### src/rtl/mips_arb_pkg.sv
// Shared definitions for the Harvard-core memory arbiter.
// Provides the arbiter FSM state type, the all-lanes byte enable used for
// instruction fetches, and the default waitrequest tolerance per access.
package mips_arb_pkg;

    typedef enum logic [1:0] {
        IDLE      = 2'd0,
        DATA_ACC  = 2'd1,
        INSTR_ACC = 2'd2,
        RELEASE   = 2'd3
    } arb_state_t;

    localparam logic [3:0] BE_ALL           = 4'b1111;
    localparam int         DEFAULT_MAX_WAIT = 255;

endpackage

### src/rtl/mips_arb_wait_counter.sv
// Saturating waitrequest counter for one bus access.
// Ports:
//   i_clk      system clock
//   i_reset    synchronous active-low reset (0 = reset)
//   i_clear    restart the count at zero (wins over i_enable)
//   i_enable   count one waitrequest cycle
//   o_expired  count has reached MAX_WAIT; the access must be abandoned
module mips_arb_wait_counter
    import mips_arb_pkg::*;
#(
    parameter int MAX_WAIT = DEFAULT_MAX_WAIT
) (
    input  logic i_clk,
    input  logic i_reset,
    input  logic i_clear,
    input  logic i_enable,
    output logic o_expired
);

    localparam int               CNT_W   = (MAX_WAIT < 1) ? 1 : $clog2(MAX_WAIT + 1);
    localparam logic [CNT_W-1:0] CNT_MAX = CNT_W'(MAX_WAIT);
    localparam logic [CNT_W-1:0] CNT_ONE = CNT_W'(1);

    logic [CNT_W-1:0] r_count;

    // Saturates at MAX_WAIT so the counter can never wrap back to "not expired".
    always_ff @(posedge i_clk) begin
        if (!i_reset) begin
            r_count <= '0;
        end else if (i_clear) begin
            r_count <= '0;
        end else if (i_enable && (r_count != CNT_MAX)) begin
            r_count <= r_count + CNT_ONE;
        end
    end

    assign o_expired = (r_count == CNT_MAX);

endmodule

### src/rtl/mips_mem_arbiter.sv
// Shares one Avalon-style memory port between the instruction and data ports
// of the Harvard CPU core. Requests of one CPU cycle are latched in IDLE,
// served serially (data first, since it belongs to the older instruction),
// and the core is released for exactly one cycle via o_cpu_clk_enable.
// Ports:
//   i_clk, i_reset            clock, synchronous active-low reset (0 = reset)
//   i_instr_*                 fetch request / o_instr_readdata, o_instr_valid
//   i_data_*                  load/store request / o_data_readdata, o_data_valid
//   o_cpu_clk_enable          core advances only while this is 1
//   o_mem_*, i_mem_*          shared bus; completes when strobe & !waitrequest
//   o_timeout_err             sticky flag: an access hit MAX_WAIT wait cycles
module mips_mem_arbiter
    import mips_arb_pkg::*;
#(
    parameter int ADDR_W   = 32,
    parameter int DATA_W   = 32,
    parameter int MAX_WAIT = DEFAULT_MAX_WAIT
) (
    input  logic              i_clk,
    input  logic              i_reset,
    input  logic              i_instr_req,
    input  logic [ADDR_W-1:0] i_instr_address,
    output logic [DATA_W-1:0] o_instr_readdata,
    output logic              o_instr_valid,
    input  logic              i_data_read,
    input  logic              i_data_write,
    input  logic [ADDR_W-1:0] i_data_address,
    input  logic [DATA_W-1:0] i_data_writedata,
    input  logic [3:0]        i_data_byteenable,
    output logic [DATA_W-1:0] o_data_readdata,
    output logic              o_data_valid,
    output logic              o_cpu_clk_enable,
    output logic [ADDR_W-1:0] o_mem_address,
    output logic              o_mem_read,
    output logic              o_mem_write,
    output logic [DATA_W-1:0] o_mem_writedata,
    output logic [3:0]        o_mem_byteenable,
    input  logic              i_mem_waitrequest,
    input  logic [DATA_W-1:0] i_mem_readdata,
    output logic              o_timeout_err
);

    arb_state_t        r_state;
    logic              r_pend_d;
    logic              r_pend_i;
    logic              r_is_write;
    logic [ADDR_W-1:0] r_data_addr;
    logic [ADDR_W-1:0] r_instr_addr;
    logic [DATA_W-1:0] r_writedata;
    logic [3:0]        r_byteenable;
    logic [DATA_W-1:0] r_data_readdata;
    logic [DATA_W-1:0] r_instr_readdata;
    logic              r_data_valid;
    logic              r_instr_valid;
    logic              r_timeout_err;

    arb_state_t        w_next_state;
    logic              w_mem_read;
    logic              w_mem_write;
    logic              w_cpu_clk_enable;
    logic              w_data_done;
    logic              w_instr_done;
    logic              w_abort;
    logic              w_cnt_clear;
    logic              w_cnt_enable;
    logic              w_expired;

    mips_arb_wait_counter #(
        .MAX_WAIT (MAX_WAIT)
    ) u_wait_counter (
        .i_clk     (i_clk),
        .i_reset   (i_reset),
        .i_clear   (w_cnt_clear),
        .i_enable  (w_cnt_enable),
        .o_expired (w_expired)
    );

    always_ff @(posedge i_clk) begin
        if (!i_reset) begin
            r_state <= IDLE;
        end else begin
            r_state <= w_next_state;
        end
    end

    // An expired counter ends the access without a strobe in that cycle:
    // it is reported as done with w_abort set so the datapath loads zero.
    always_comb begin
        w_next_state     = r_state;
        w_mem_read       = 1'b0;
        w_mem_write      = 1'b0;
        w_cpu_clk_enable = 1'b0;
        w_data_done      = 1'b0;
        w_instr_done     = 1'b0;
        w_abort          = 1'b0;
        w_cnt_clear      = 1'b1;
        w_cnt_enable     = 1'b0;
        case (r_state)
            IDLE: begin
                if (i_data_read || i_data_write) begin
                    w_next_state = DATA_ACC;
                end else if (i_instr_req) begin
                    w_next_state = INSTR_ACC;
                end
            end
            DATA_ACC: begin
                w_cnt_clear = 1'b0;
                if (w_expired) begin
                    w_abort      = 1'b1;
                    w_data_done  = 1'b1;
                    w_cnt_clear  = 1'b1;
                    w_next_state = r_pend_i ? INSTR_ACC : RELEASE;
                end else begin
                    w_mem_write = r_pend_d & r_is_write;
                    w_mem_read  = r_pend_d & ~r_is_write;
                    if (i_mem_waitrequest) begin
                        w_cnt_enable = 1'b1;
                    end else begin
                        w_data_done  = 1'b1;
                        w_cnt_clear  = 1'b1;
                        w_next_state = r_pend_i ? INSTR_ACC : RELEASE;
                    end
                end
            end
            INSTR_ACC: begin
                w_cnt_clear = 1'b0;
                if (w_expired) begin
                    w_abort      = 1'b1;
                    w_instr_done = 1'b1;
                    w_cnt_clear  = 1'b1;
                    w_next_state = RELEASE;
                end else begin
                    w_mem_read = 1'b1;
                    if (i_mem_waitrequest) begin
                        w_cnt_enable = 1'b1;
                    end else begin
                        w_instr_done = 1'b1;
                        w_cnt_clear  = 1'b1;
                        w_next_state = RELEASE;
                    end
                end
            end
            RELEASE: begin
                w_cpu_clk_enable = 1'b1;
                w_next_state     = IDLE;
            end
            default: begin
                w_next_state = IDLE;
            end
        endcase
    end

    // Request registers follow the core while idle; the core holds its
    // requests stable while stalled, so the last IDLE sample is the one served.
    always_ff @(posedge i_clk) begin
        if (!i_reset) begin
            r_pend_d         <= 1'b0;
            r_pend_i         <= 1'b0;
            r_is_write       <= 1'b0;
            r_data_addr      <= '0;
            r_instr_addr     <= '0;
            r_writedata      <= '0;
            r_byteenable     <= '0;
            r_data_readdata  <= '0;
            r_instr_readdata <= '0;
            r_data_valid     <= 1'b0;
            r_instr_valid    <= 1'b0;
            r_timeout_err    <= 1'b0;
        end else begin
            r_data_valid  <= 1'b0;
            r_instr_valid <= 1'b0;
            if (r_state == IDLE) begin
                r_pend_d     <= i_data_read | i_data_write;
                r_pend_i     <= i_instr_req;
                r_is_write   <= i_data_write;
                r_data_addr  <= i_data_address;
                r_instr_addr <= i_instr_address;
                r_writedata  <= i_data_writedata;
                r_byteenable <= i_data_byteenable;
            end
            if (w_data_done) begin
                r_pend_d     <= 1'b0;
                r_data_valid <= 1'b1;
                if (w_abort) begin
                    r_data_readdata <= '0;
                end else if (!r_is_write) begin
                    r_data_readdata <= i_mem_readdata;
                end
            end
            if (w_instr_done) begin
                r_pend_i         <= 1'b0;
                r_instr_valid    <= 1'b1;
                r_instr_readdata <= w_abort ? '0 : i_mem_readdata;
            end
            if (w_abort) begin
                r_timeout_err <= 1'b1;
            end
        end
    end

    assign o_mem_read       = w_mem_read;
    assign o_mem_write      = w_mem_write;
    assign o_mem_address    = (r_state == INSTR_ACC) ? r_instr_addr : r_data_addr;
    assign o_mem_byteenable = (r_state == INSTR_ACC) ? BE_ALL : r_byteenable;
    assign o_mem_writedata  = r_writedata;
    assign o_cpu_clk_enable = w_cpu_clk_enable;
    assign o_data_readdata  = r_data_readdata;
    assign o_instr_readdata = r_instr_readdata;
    assign o_data_valid     = r_data_valid;
    assign o_instr_valid    = r_instr_valid;
    assign o_timeout_err    = r_timeout_err;

endmodule

### config.mk
export PLATFORM = sky130hd
export DESIGN_NAME = mips_mem_arbiter
export DESIGN_NICKNAME = d
export VERILOG_FILES = /design/src/rtl/mips_arb_pkg.sv /design/src/rtl/mips_arb_wait_counter.sv /design/src/rtl/mips_mem_arbiter.sv
export SDC_FILE = /design/constraint.sdc
export NUM_CORES = 1
export LEC_CHECK = 0
export CAP_MARGIN = 30
export CORE_ASPECT_RATIO = 1.25
export CORE_UTILIZATION = 30
export DETAILED_ROUTE_END_ITERATION = 8
export GPL_TIMING_DRIVEN = 0
export PLACE_DENSITY = 0.6
export RECOVER_POWER = 25
export SETUP_SLACK_MARGIN = 0.15
export SKIP_LAST_GASP = 1
export SLEW_MARGIN = 20
export SYNTH_ARGS = -nofsm -noshare
export SYNTH_HDL_FRONTEND = slang
export SYNTH_SLANG_ARGS = --single-unit
### constraint.sdc
create_clock -name i_clk -period 1.9 [get_ports i_clk]
set_input_delay 0.38 -clock i_clk [delete_from_list [all_inputs] [get_ports i_clk]]
set_output_delay 0.38 -clock i_clk [all_outputs]
set_load 0.05 [all_outputs]
==> results.yml, run 1 <==
logic_synthesis:
  seq_area_frac_synth_pct: 52.2
  netlist_area_mm2: 0.00691
  synth.top_cell.area_share_pct: 52.2
  synth_adder_area_share_pct: 0.905
  yosysWarnings: 0
  synthesis.nets: 807
  ys_top_cells_by_area: "dfxtp_1, mux2i_1, nor2_1, mux2_2, a22o_1"
  synth_top_family_by_area: "multiplexers"
  syn-mean-instance-area_um2: 10.4
  syn_inst: 664
  synth_seq_cells: 180
  ys_types: 40
  synth.mux.area_fraction_pct: 20.0
  yosysTopAreaCell: "dfxtp_1"
  synth_compound_area_share_pct: 12.3
  yosys.area_share.simple_pct: 10.3
  synth-xor-area-share_pct: 0.507
floorplan:
  fp.dieW_um: 138
  die_area_mm2: 0.0236
  die_h_um: 172
  core_mm2: 0.0224
  ios: 276
  start_util_pct: 30.8
  floorplan.rows: 61
clock_network:
  htreeDepth: 4
  cts_hold_buffers: 0
  cts_root_buf: "clkbuf_16"
  numCtsBuffers: 17
  cts_tree: "built"
  clock-sinks: 180
  clk_pin_slew_ns: 0.07
  worstSkewPairLatency_ns: 0.43
  cts_buffer_depth: 2
power_and_ir_drop:
  total_power_w: 0.0169
  peakVddDrop_mv: 0.890
  leakage_nw: 5.21
  power_density_mw_per_mm2: 1520
setup_path:
  critPathTopFamily: "buffers and inverters"
  r2r_end: "o_data_readdata[5]$_SDFFE_PN0P_"
  cp-start-kind: "register"
  cp.required_ns: 1.52
  r2r_start: "r_state[1]$_SDFFE_PN0P_"
  reg2reg_slack_ns: 0
  slowest_stage: "dfxtp_2"
  slowest_delay_ns: 0.35
  arrival_ns: 1.80
  cp.depth: 6
  critPathKind: "register to output pin"
  critPathBufInv: 4
  reg2reg_depth: 7
  end_kind: "output pin"
  path_cells: "inv_2 > ha_4 > clkbuf_16 > clkbuf_16 > mux2_4 > buf_8"
  cp_max_fo: 5
  crit_top_cell: "clkbuf_16"
route:
  first_iter_violations: 153
  routedWlPerCell_um: 16.8
  via_per_inst: 4.59
  wl_met3_um: 1720
  ant_nets: 0
  num_vias: 5812
  first_pass_iters: 6
  wl_met1_um: 8690
  met2WireLength_um: 10700
  top_layer: "met4"
  totalWireLength_um: 21300
  drc_errors: 0
timing:
  fin_skew_ns: 0.0154
  max_freq_mhz: 459
  relSlewSlack_pct: 58.1
  period_minus_slack_ns: 2.18
  finalCritPeriodShare_pct: 115
  slew_viol_final: 0
  hold_viol: 0
  setup_ws_ns: -0.276
  rsz0062_at_grt: "true"
  setup_viol: 39
  worst_slew_pin_slew_ns: 0.632
min_path:
  min_to: "u_wait_counter.r_count[0]$_SDFFE_PP0P_"
  hp-class: "register to register"
  holdPathStages: 1
  holdCritStartpoint: "u_wait_counter.r_count[0]$_SDFFE_PP0P_"
finish:
  final_common_cell: "dfxtp_1"
  fin_nets: 1112
  final_cell_mix: "dfxtp_1, clkdlybuf4s50_1, nor2_1"
  stdcell_count: 1265
  antennaDiodeCount: 0
  syn2layout_area_growth_pct: 61.5
  drive_above_1_share_pct: 21.7
global_routing:
  gr-total-overflow: 0
  grt_pass1_wl_um: 31500
  grt_pass1_vias: 5738
  antenna_found_initial: 0
  grt_max_degree: 18
  track_usage_pct: 17.5
placed_design:
  place.gp.congestion: 0.735
  port-buffer-count: 275
  place_hpwl_um: 15300
  placed_cells: 1222
  post-place-ws_ns: -0.974
run_status:
  status: "complete, but fails checks"
  failed_checks: "setup timing"
run:
  drv_cap: 0
-- synthesized netlist by cell type (all sizes together) --
cell type and number:
nor3 1, o221a 2, mux2i 102, a22o 32, or3 2, o211ai 1
clkbuf 28, o21ai 4, inv 4, o32ai 1, dfxtp 180, o2111ai 1
xnor2 1, and2 1, xor2 3, nor2b 1, nand3b 1, nor2 113
o21a 1, buf 25, a21oi 35, or2 4, clkinv 1, a211oi 1
nor3b 1, nand3 4, ha 5, mux2 32, o2111a 1, nand4 2
nand2 37, a31o 32, o221ai 1, a31oi 1, and3 3
-- worst max-delay path by stage --
stage | end | from
after floorplan | o_mem_address[29] | r_state[0]$_SDFFE_PN0P_
after global placement | o_mem_read | r_state[0]$_SDFFE_PN0P_
after detailed placement | o_mem_read | r_state[0]$_SDFFE_PN0P_
after CTS | o_mem_address[0] | r_state[0]$_SDFFE_PN0P_
after global routing | o_mem_address[25] | r_state[0]$_SDFFE_PN0P_
final | o_mem_address[25] | r_state[0]$_SDFFE_PN0P_
-- layout make-up --
| class | instances | area, um2 |
|---|---|---|
| fill | 2151 | 11300 |
| sequential | 180 | 3610 |
| multi-input combinational | 426 | 3210 |
| timing repair buffer | 286 | 2910 |
| buffer | 53 | 468 |
| clock buffer | 19 | 443 |
| tap | 283 | 354 |
| clock inverter | 13 | 138 |
| inverter | 5 | 20.0 |
-- registers in the layout, summed over array words and instances, names as in the netlist --
| name | flops |
|---|---|
| o_mem_writedata | 32 |
| r_pend_d | 1 |
| r_state | 2 |
| r_pend_i | 1 |
| o_timeout_err | 1 |
| o_data_valid | 1 |
| r_instr_addr | 32 |
| r_byteenable | 4 |
| o_instr_readdata | 32 |
| r_is_write | 1 |
| r_data_addr | 32 |
| o_data_readdata | 32 |
| o_instr_valid | 1 |
| u_wait_counter.r_count | 8 |
-- routing by layer --
metal / vias up / GRT usage, %
li1: 2927 / -
met1: 2703 / 19.6
met2: 169 / 30.9
met3: 13 / 6.31
met4: 0 / 4.82
met5: - / 0
-- cells by family after synthesis --
kind of cell / after synthesis
multiplexers: 134
adder cells (fa/ha/maj): 5
AND/OR/NAND/NOR: 170
buffers and inverters: 58
flip-flops: 180
XOR/XNOR: 4
AO/OA/AOI/OAI: 113
-- through the flow --
step	instance area, um2	hold WS [ns]	TNS (ns)	util [%]
floorplan	6920	0.418	0	-
global placement	10000	0.433	-79.33	44.7
detailed placement	10000	0.440	-81.79	44.7
CTS	11000	0.450	-10.48	49.1
global route	11200	0.469	-16.74	49.7
finish	11200	0.455	-8.80	49.7
-- report_power, final --
part	switching [W]	internal, W
Clock	0.00163	0.00189
Sequential	0.000391	0.00456
Combinational	0.00486	0.00360
Total	0.00688	0.0101
-- repair_timing --
| item | in CTS | in global routing |
|---|---|---|
| pin swaps | 3 | 4 |
| setup endpoints to repair | 267 | 172 |
| cloned | 2 | 2 |
| setup buffers | 7 | 0 |
| resized for setup | 471 | 58 |
Note: power is estimated with default switching activity, not from simulation.
==> inputs of run 2 (changes only) <==
--- a/config.mk
+++ b/config.mk
@@ -7,10 +7,11 @@
 export LEC_CHECK = 0
 export CAP_MARGIN = 30
 export CORE_ASPECT_RATIO = 1.25
+export CORE_MARGIN = 2
 export CORE_UTILIZATION = 30
+export CTS_CLUSTER_DIAMETER = 60
 export DETAILED_ROUTE_END_ITERATION = 8
 export GPL_TIMING_DRIVEN = 0
-export PLACE_DENSITY = 0.6
 export RECOVER_POWER = 25
 export SETUP_SLACK_MARGIN = 0.15
 export SKIP_LAST_GASP = 1
==> run 2 against run 1 <==
The flow still finishes with violations (setup timing); global-route usage up 0.15 points; non-clock buffer count up 18; critical endpoint is now o_mem_address[20]; design area up 3.5%; hold slack worse by 0.0027 ns; wire length up 4.4%; sequential cell count unchanged; critical path type unchanged; final cell count up 1.8%; first-iteration DRC count up 52%; die area up 2.6%.
==> results.yml, run 2 (synthesized netlist as in run 1, its figures left out) <==
finish:
  final_cell_mix: "dfxtp_1, clkdlybuf4s50_1, nor2_1"
  multi_input_area_mm2: 0.00334
  antennaDiodeCount: 0
  regArea_mm2: 0.00361
  syn2layout_area_growth_pct: 67.1
  stdcell_area_mm2: 0.0115
  drive_above_1_share_pct: 23.1
  fillers: 2152
  fin_nets: 1130
  final_common_cell: "dfxtp_1"
  final_core_util_pct: 50.6
setup_path:
  slowest_stage: "dfxtp_2"
  critPathKind: "register to output pin"
  critPathTopFamily: "buffers and inverters"
  cp.required_ns: 1.52
  cp_max_fo: 8
  r2r_start: "r_state[0]$_SDFFE_PN0P_"
  path_cells: "inv_2 > ha_4 > clkbuf_16 > buf_12 > clkbuf_16 > mux2_4 > buf_8"
  crit_top_cell: "clkbuf_16"
  cp-start-kind: "register"
  slowest_delay_ns: 0.34
  endpoint: "o_mem_address[20]"
  end_kind: "output pin"
  arrival_ns: 1.88
  critPathBufInv: 5
  r2r_end: "r_data_addr[31]$_SDFFE_PN0P_"
  reg2reg_slack_ns: -0.05
  reg2reg_depth: 8
  cp-startpoint: "r_state[0]$_SDFFE_PN0P_"
  cp.depth: 7
timing:
  setup_viol: 121
  setup_tns_ns: -12.62
  relSlewSlack_pct: 53.9
  fin_skew_ns: 0.0150
  period_minus_slack_ns: 2.26
  slew_viol_final: 0
  worst_slew_pin_slew_ns: 0.694
  setup_ws_ns: -0.364
  max_freq_mhz: 442
  finalCritPeriodShare_pct: 119
  rsz0062_at_grt: "true"
  hold_viol: 0
clock_network:
  cts_tree: "built"
  htreeDepth: 4
  numCtsBuffers: 17
  clock-sinks: 180
  cts_buffer_depth: 2
  cts_root_buf: "clkbuf_16"
  worstSkewPairLatency_ns: 0.43
  clk_pin_slew_ns: 0.07
floorplan:
  ios: 276
  die_area_mm2: 0.0243
  core_mm2: 0.0228
  start_util_pct: 30.3
  die_h_um: 174
  fp.dieW_um: 140
  floorplan.rows: 62
power_and_ir_drop:
  peakVddDrop_mv: 0.962
  leakage_nw: 5.34
  total_power_w: 0.0174
  power_density_mw_per_mm2: 1510
run:
  drv_cap: 0
run_status:
  failed_checks: "setup timing"
  status: "complete, but fails checks"
global_routing:
  grt_pass1_wl_um: 34200
  antenna_found_initial: 0
  grt_pass1_vias: 6105
  gr-total-overflow: 0
  track_usage_pct: 17.7
  grt_max_degree: 19
placed_design:
  place.gp.congestion: 0.749
  place_hpwl_um: 15300
  place_area_mm2: 0.0100
  port-buffer-count: 275
route:
  routedWlPerCell_um: 17.3
  totalWireLength_um: 22200
  ant_nets: 0
  via_per_inst: 4.64
  num_vias: 5972
  drc_errors: 0
  first_pass_iters: 4
  first_iter_violations: 232
min_path:
  hp-class: "register to register"
  holdCritStartpoint: "u_wait_counter.r_count[0]$_SDFFE_PP0P_"
  holdPathStages: 1
run 2: power breakdown:
| group | switching, W | internal, W | total [W] |
|---|---|---|---|
| registers | 0.000394 | 0.00456 | 0.00496 |
| logic | 0.00499 | 0.00386 | 0.00885 |
| clock network | 0.00170 | 0.00191 | 0.00362 |
| total | 0.00709 | 0.0103 | 0.0174 |
run 2: layout make-up:
cell class              count  area share (%)
well taps                 288            3.12
inverters                   5           0.195
clock buffers              18            3.80
plain buffers              52            4.05
multi-input cells         426            29.0
clock inverters            14            1.37
flip-flops and latches    180            31.3
repair buffers            305            27.2
run 2: metal layers:
layer  track usage (%)  up-vias  part of all wire [%]
li1                  -     2971                     -
met1              21.4     2809                    42
met2              30.3      172                    50
met3              5.14       20                   6.3
met4              5.38        0                   1.5
met5                 0        -                     0
run 2: worst min-delay path by stage:
| stage | endpoint | slack (ns) |
|---|---|---|
| after floorplan | u_wait_counter.r_count[0]$_SDFFE_PP0P_ | 0.42 |
| after global placement | u_wait_counter.r_count[0]$_SDFFE_PP0P_ | 0.43 |
| after detailed placement | u_wait_counter.r_count[0]$_SDFFE_PP0P_ | 0.44 |
| after CTS | u_wait_counter.r_count[0]$_SDFFE_PP0P_ | 0.45 |
| after global routing | u_wait_counter.r_count[0]$_SDFFE_PP0P_ | 0.47 |
| final | u_wait_counter.r_count[0]$_SDFFE_PP0P_ | 0.45 |
run 2: worst register-to-register path, stage by stage (launching register included):
cell	delay [ns]
dfxtp_2	0.33
inv_2	0.07
buf_4	0.11
ha_4	0.11
clkbuf_1	0.28
clkbuf_2	0.42
buf_6	0.24
mux2i_1	0.21
nor2_1	0.06
run 2: timing repair:
| action | in CTS | in global routing |
|---|---|---|
| gates resized for setup | 473 | 112 |
| gates cloned | 3 | 6 |
| hold buffers | 0 | 0 |
| buffers inserted | 11 | 10 |
| pin swaps | 6 | 30 |
| endpoints found under the setup margin | 268 | 188 |
| endpoints found under the hold margin | 0 | 0 |
run 2: stage by stage:
stage | hold WS, ns | worst slack, ns | instances
floorplan | 0.418 | 0.156 | 664
global placement | 0.435 | -0.906 | 1227
detailed placement | 0.443 | -0.924 | 1227
CTS | 0.454 | -0.395 | 1273
global route | 0.472 | -0.423 | 1288
finish | 0.452 | -0.364 | 1288
==> inputs of run 3 (changes only) <==
--- a/config.mk
+++ b/config.mk
@@ -12,10 +12,12 @@
 export CTS_CLUSTER_DIAMETER = 60
 export DETAILED_ROUTE_END_ITERATION = 8
 export GPL_TIMING_DRIVEN = 0
+export PLACE_DENSITY = 0.68
 export RECOVER_POWER = 25
 export SETUP_SLACK_MARGIN = 0.15
 export SKIP_LAST_GASP = 1
-export SLEW_MARGIN = 20
+export SLEW_MARGIN = 30
 export SYNTH_ARGS = -nofsm -noshare
 export SYNTH_HDL_FRONTEND = slang
 export SYNTH_SLANG_ARGS = --single-unit
+export TNS_END_PERCENT = 100
==> run 3 against run 2 <==
The flow still finishes with violations (setup timing); die area did not move; first-iteration DRC count fell by 2.6%; final cell count fell by 0.23%; global-route usage fell by 1.0 points; sequential cell count did not move; critical endpoint is now o_mem_address[28].
==> results.yml, run 3 (synthesized netlist as in run 1, its figures left out) <==
finish:
  final_common_cell: "dfxtp_1"
  stdcell_count: 1285
  final_cell_mix: "dfxtp_1, clkdlybuf4s50_1, nor2_1"
  final_core_util_pct: 49.6
  syn2layout_area_growth_pct: 63.9
  fin_nets: 1127
  fillers: 2147
  drive_above_1_share_pct: 23.5
  antennaDiodeCount: 0
timing:
  hold_viol: 0
  setup_viol: 127
  fin_skew_ns: 0.00816
  period_minus_slack_ns: 2.18
  relSlewSlack_pct: 62.5
  setup_ws_ns: -0.281
  finalCritPeriodShare_pct: 115
  worst_slew_pin_slew_ns: 0.563
  max_freq_mhz: 458
  rsz0062_at_grt: "true"
  slew_viol_final: 0
setup_path:
  r2r_start: "r_state[0]$_SDFFE_PN0P_"
  r2r_end: "r_instr_addr[2]$_SDFFE_PN0P_"
  cp_max_fo: 5
  reg2reg_depth: 8
  endpoint: "o_mem_address[28]"
  arrival_ns: 1.80
  cp-start-kind: "register"
  critPathKind: "register to output pin"
  reg2reg_slack_ns: -0.11
  cp-startpoint: "r_state[0]$_SDFFE_PN0P_"
  cp.required_ns: 1.52
  end_kind: "output pin"
floorplan:
  ios: 276
  start_util_pct: 30.3
  floorplan.rows: 62
  die_area_mm2: 0.0243
  die_h_um: 174
  fp.dieW_um: 140
  core_mm2: 0.0228
min_path:
  hp-class: "register to register"
clock_network:
  clk_pin_slew_ns: 0.07
  clock-sinks: 180
  cts_hold_buffers: 0
  numCtsBuffers: 17
  cts_tree: "built"
  cts_root_buf: "clkbuf_16"
  htreeDepth: 4
  cts_buffer_depth: 2
  worstSkewPairLatency_ns: 0.42
run:
  drv_cap: 0
global_routing:
  grt_max_degree: 17
  grt_pass1_vias: 5948
  grt_pass1_wl_um: 32400
  gr-total-overflow: 0
  track_usage_pct: 16.7
  antenna_found_initial: 0
placed_design:
  placed_cells: 1227
  port-buffer-count: 275
  place.gp.congestion: 0.754
  place_hpwl_um: 14700
route:
  routedWlPerCell_um: 16.7
  first_pass_iters: 4
  first_iter_violations: 226
  drc_errors: 0
  ant_nets: 0
  num_vias: 5951
  via_per_inst: 4.63
  totalWireLength_um: 21500
power_and_ir_drop:
  power_density_mw_per_mm2: 1500
  peakVddDrop_mv: 0.771
  leakage_nw: 5.30
run_status:
  status: "complete, but fails checks"
  failed_checks: "setup timing"
[run 3: cell count changes in the layout (fill, tap and decap cells not counted), moves of 6 or more]
cell	delta
buf_8	-10
dlygate4sd2_1	+8
clkdlybuf4s15_1	-6
buf_6	+12
a31o_4	-12
a31o_2	+12
[run 3: worst min path at each step]
| stage | start | to | depth (start not counted) |
|---|---|---|---|
| 5_1_grt | o_data_readdata[5]$_SDFFE_PN0P_ | o_data_readdata[5]$_SDFFE_PN0P_ | 1 |
| 2_1_floorplan | u_wait_counter.r_count[0]$_SDFFE_PP0P_ | u_wait_counter.r_count[0]$_SDFFE_PP0P_ | 1 |
| 3_5_place_dp | u_wait_counter.r_count[0]$_SDFFE_PP0P_ | u_wait_counter.r_count[0]$_SDFFE_PP0P_ | 1 |
| 6_report | o_data_readdata[10]$_SDFFE_PN0P_ | o_data_readdata[10]$_SDFFE_PN0P_ | 1 |
| 4_1_cts | u_wait_counter.r_count[0]$_SDFFE_PP0P_ | u_wait_counter.r_count[0]$_SDFFE_PP0P_ | 1 |
| 3_3_place_gp | u_wait_counter.r_count[0]$_SDFFE_PP0P_ | u_wait_counter.r_count[0]$_SDFFE_PP0P_ | 1 |
[run 3: power breakdown]
| group | switching, W | internal (W) |
|---|---|---|
| clock | 0.00156 | 0.00190 |
| sequential | 0.000389 | 0.00457 |
| combinational | 0.00493 | 0.00366 |
[run 3: cell type report]
cell class              count  area (um2)  area share [%]
flip-flops and latches    180        3620            32.0
multi-input cells         426        3240            28.6
plain buffers              53         494            4.37
repair buffers            301        3010            26.6
well taps                 288         360            3.18
inverters                   5        22.5           0.199
clock buffers              19         453            4.00
clock inverters            13         121            1.07
[run 3: critical path, stage by stage (launching register included)]
cell and delay (ns):
dfxtp_2 0.36, inv_2 0.06, ha_4 0.17, clkbuf_16 0.16, clkbuf_16 0.16, mux2_4 0.31, buf_8 0.15
[run 3: metal layers]
layer  wire [um]  GRT usage, %  up-vias
met4         255          4.50        0
met5           0             0        -
met1        9250          20.7     2786
met3        1440          5.41       19
met2       10500          27.8      181
li1            -             -     2965
[run 3: what timing repair did]
action | in CTS | in global routing
buffers inserted | 7 | 9
gates resized for setup | 435 | 115
pin swaps | 4 | 23
gates cloned | 0 | 10
setup endpoints to repair | 267 | 180
[run 3: through the flow]
step                setup WS, ns  cell area (um2)  hold slack [ns]  setup TNS, ns  total power (W)
floorplan                  0.156             6920            0.418              0           0.0103
global placement          -0.934            10000            0.431         -76.96           0.0126
detailed placement        -0.934            10000            0.448         -81.87           0.0127
CTS                       -0.326            10800            0.458         -11.01           0.0165
global route              -0.342            11300            0.494         -34.27           0.0178
finish                    -0.281            11300            0.475         -14.97           0.0170
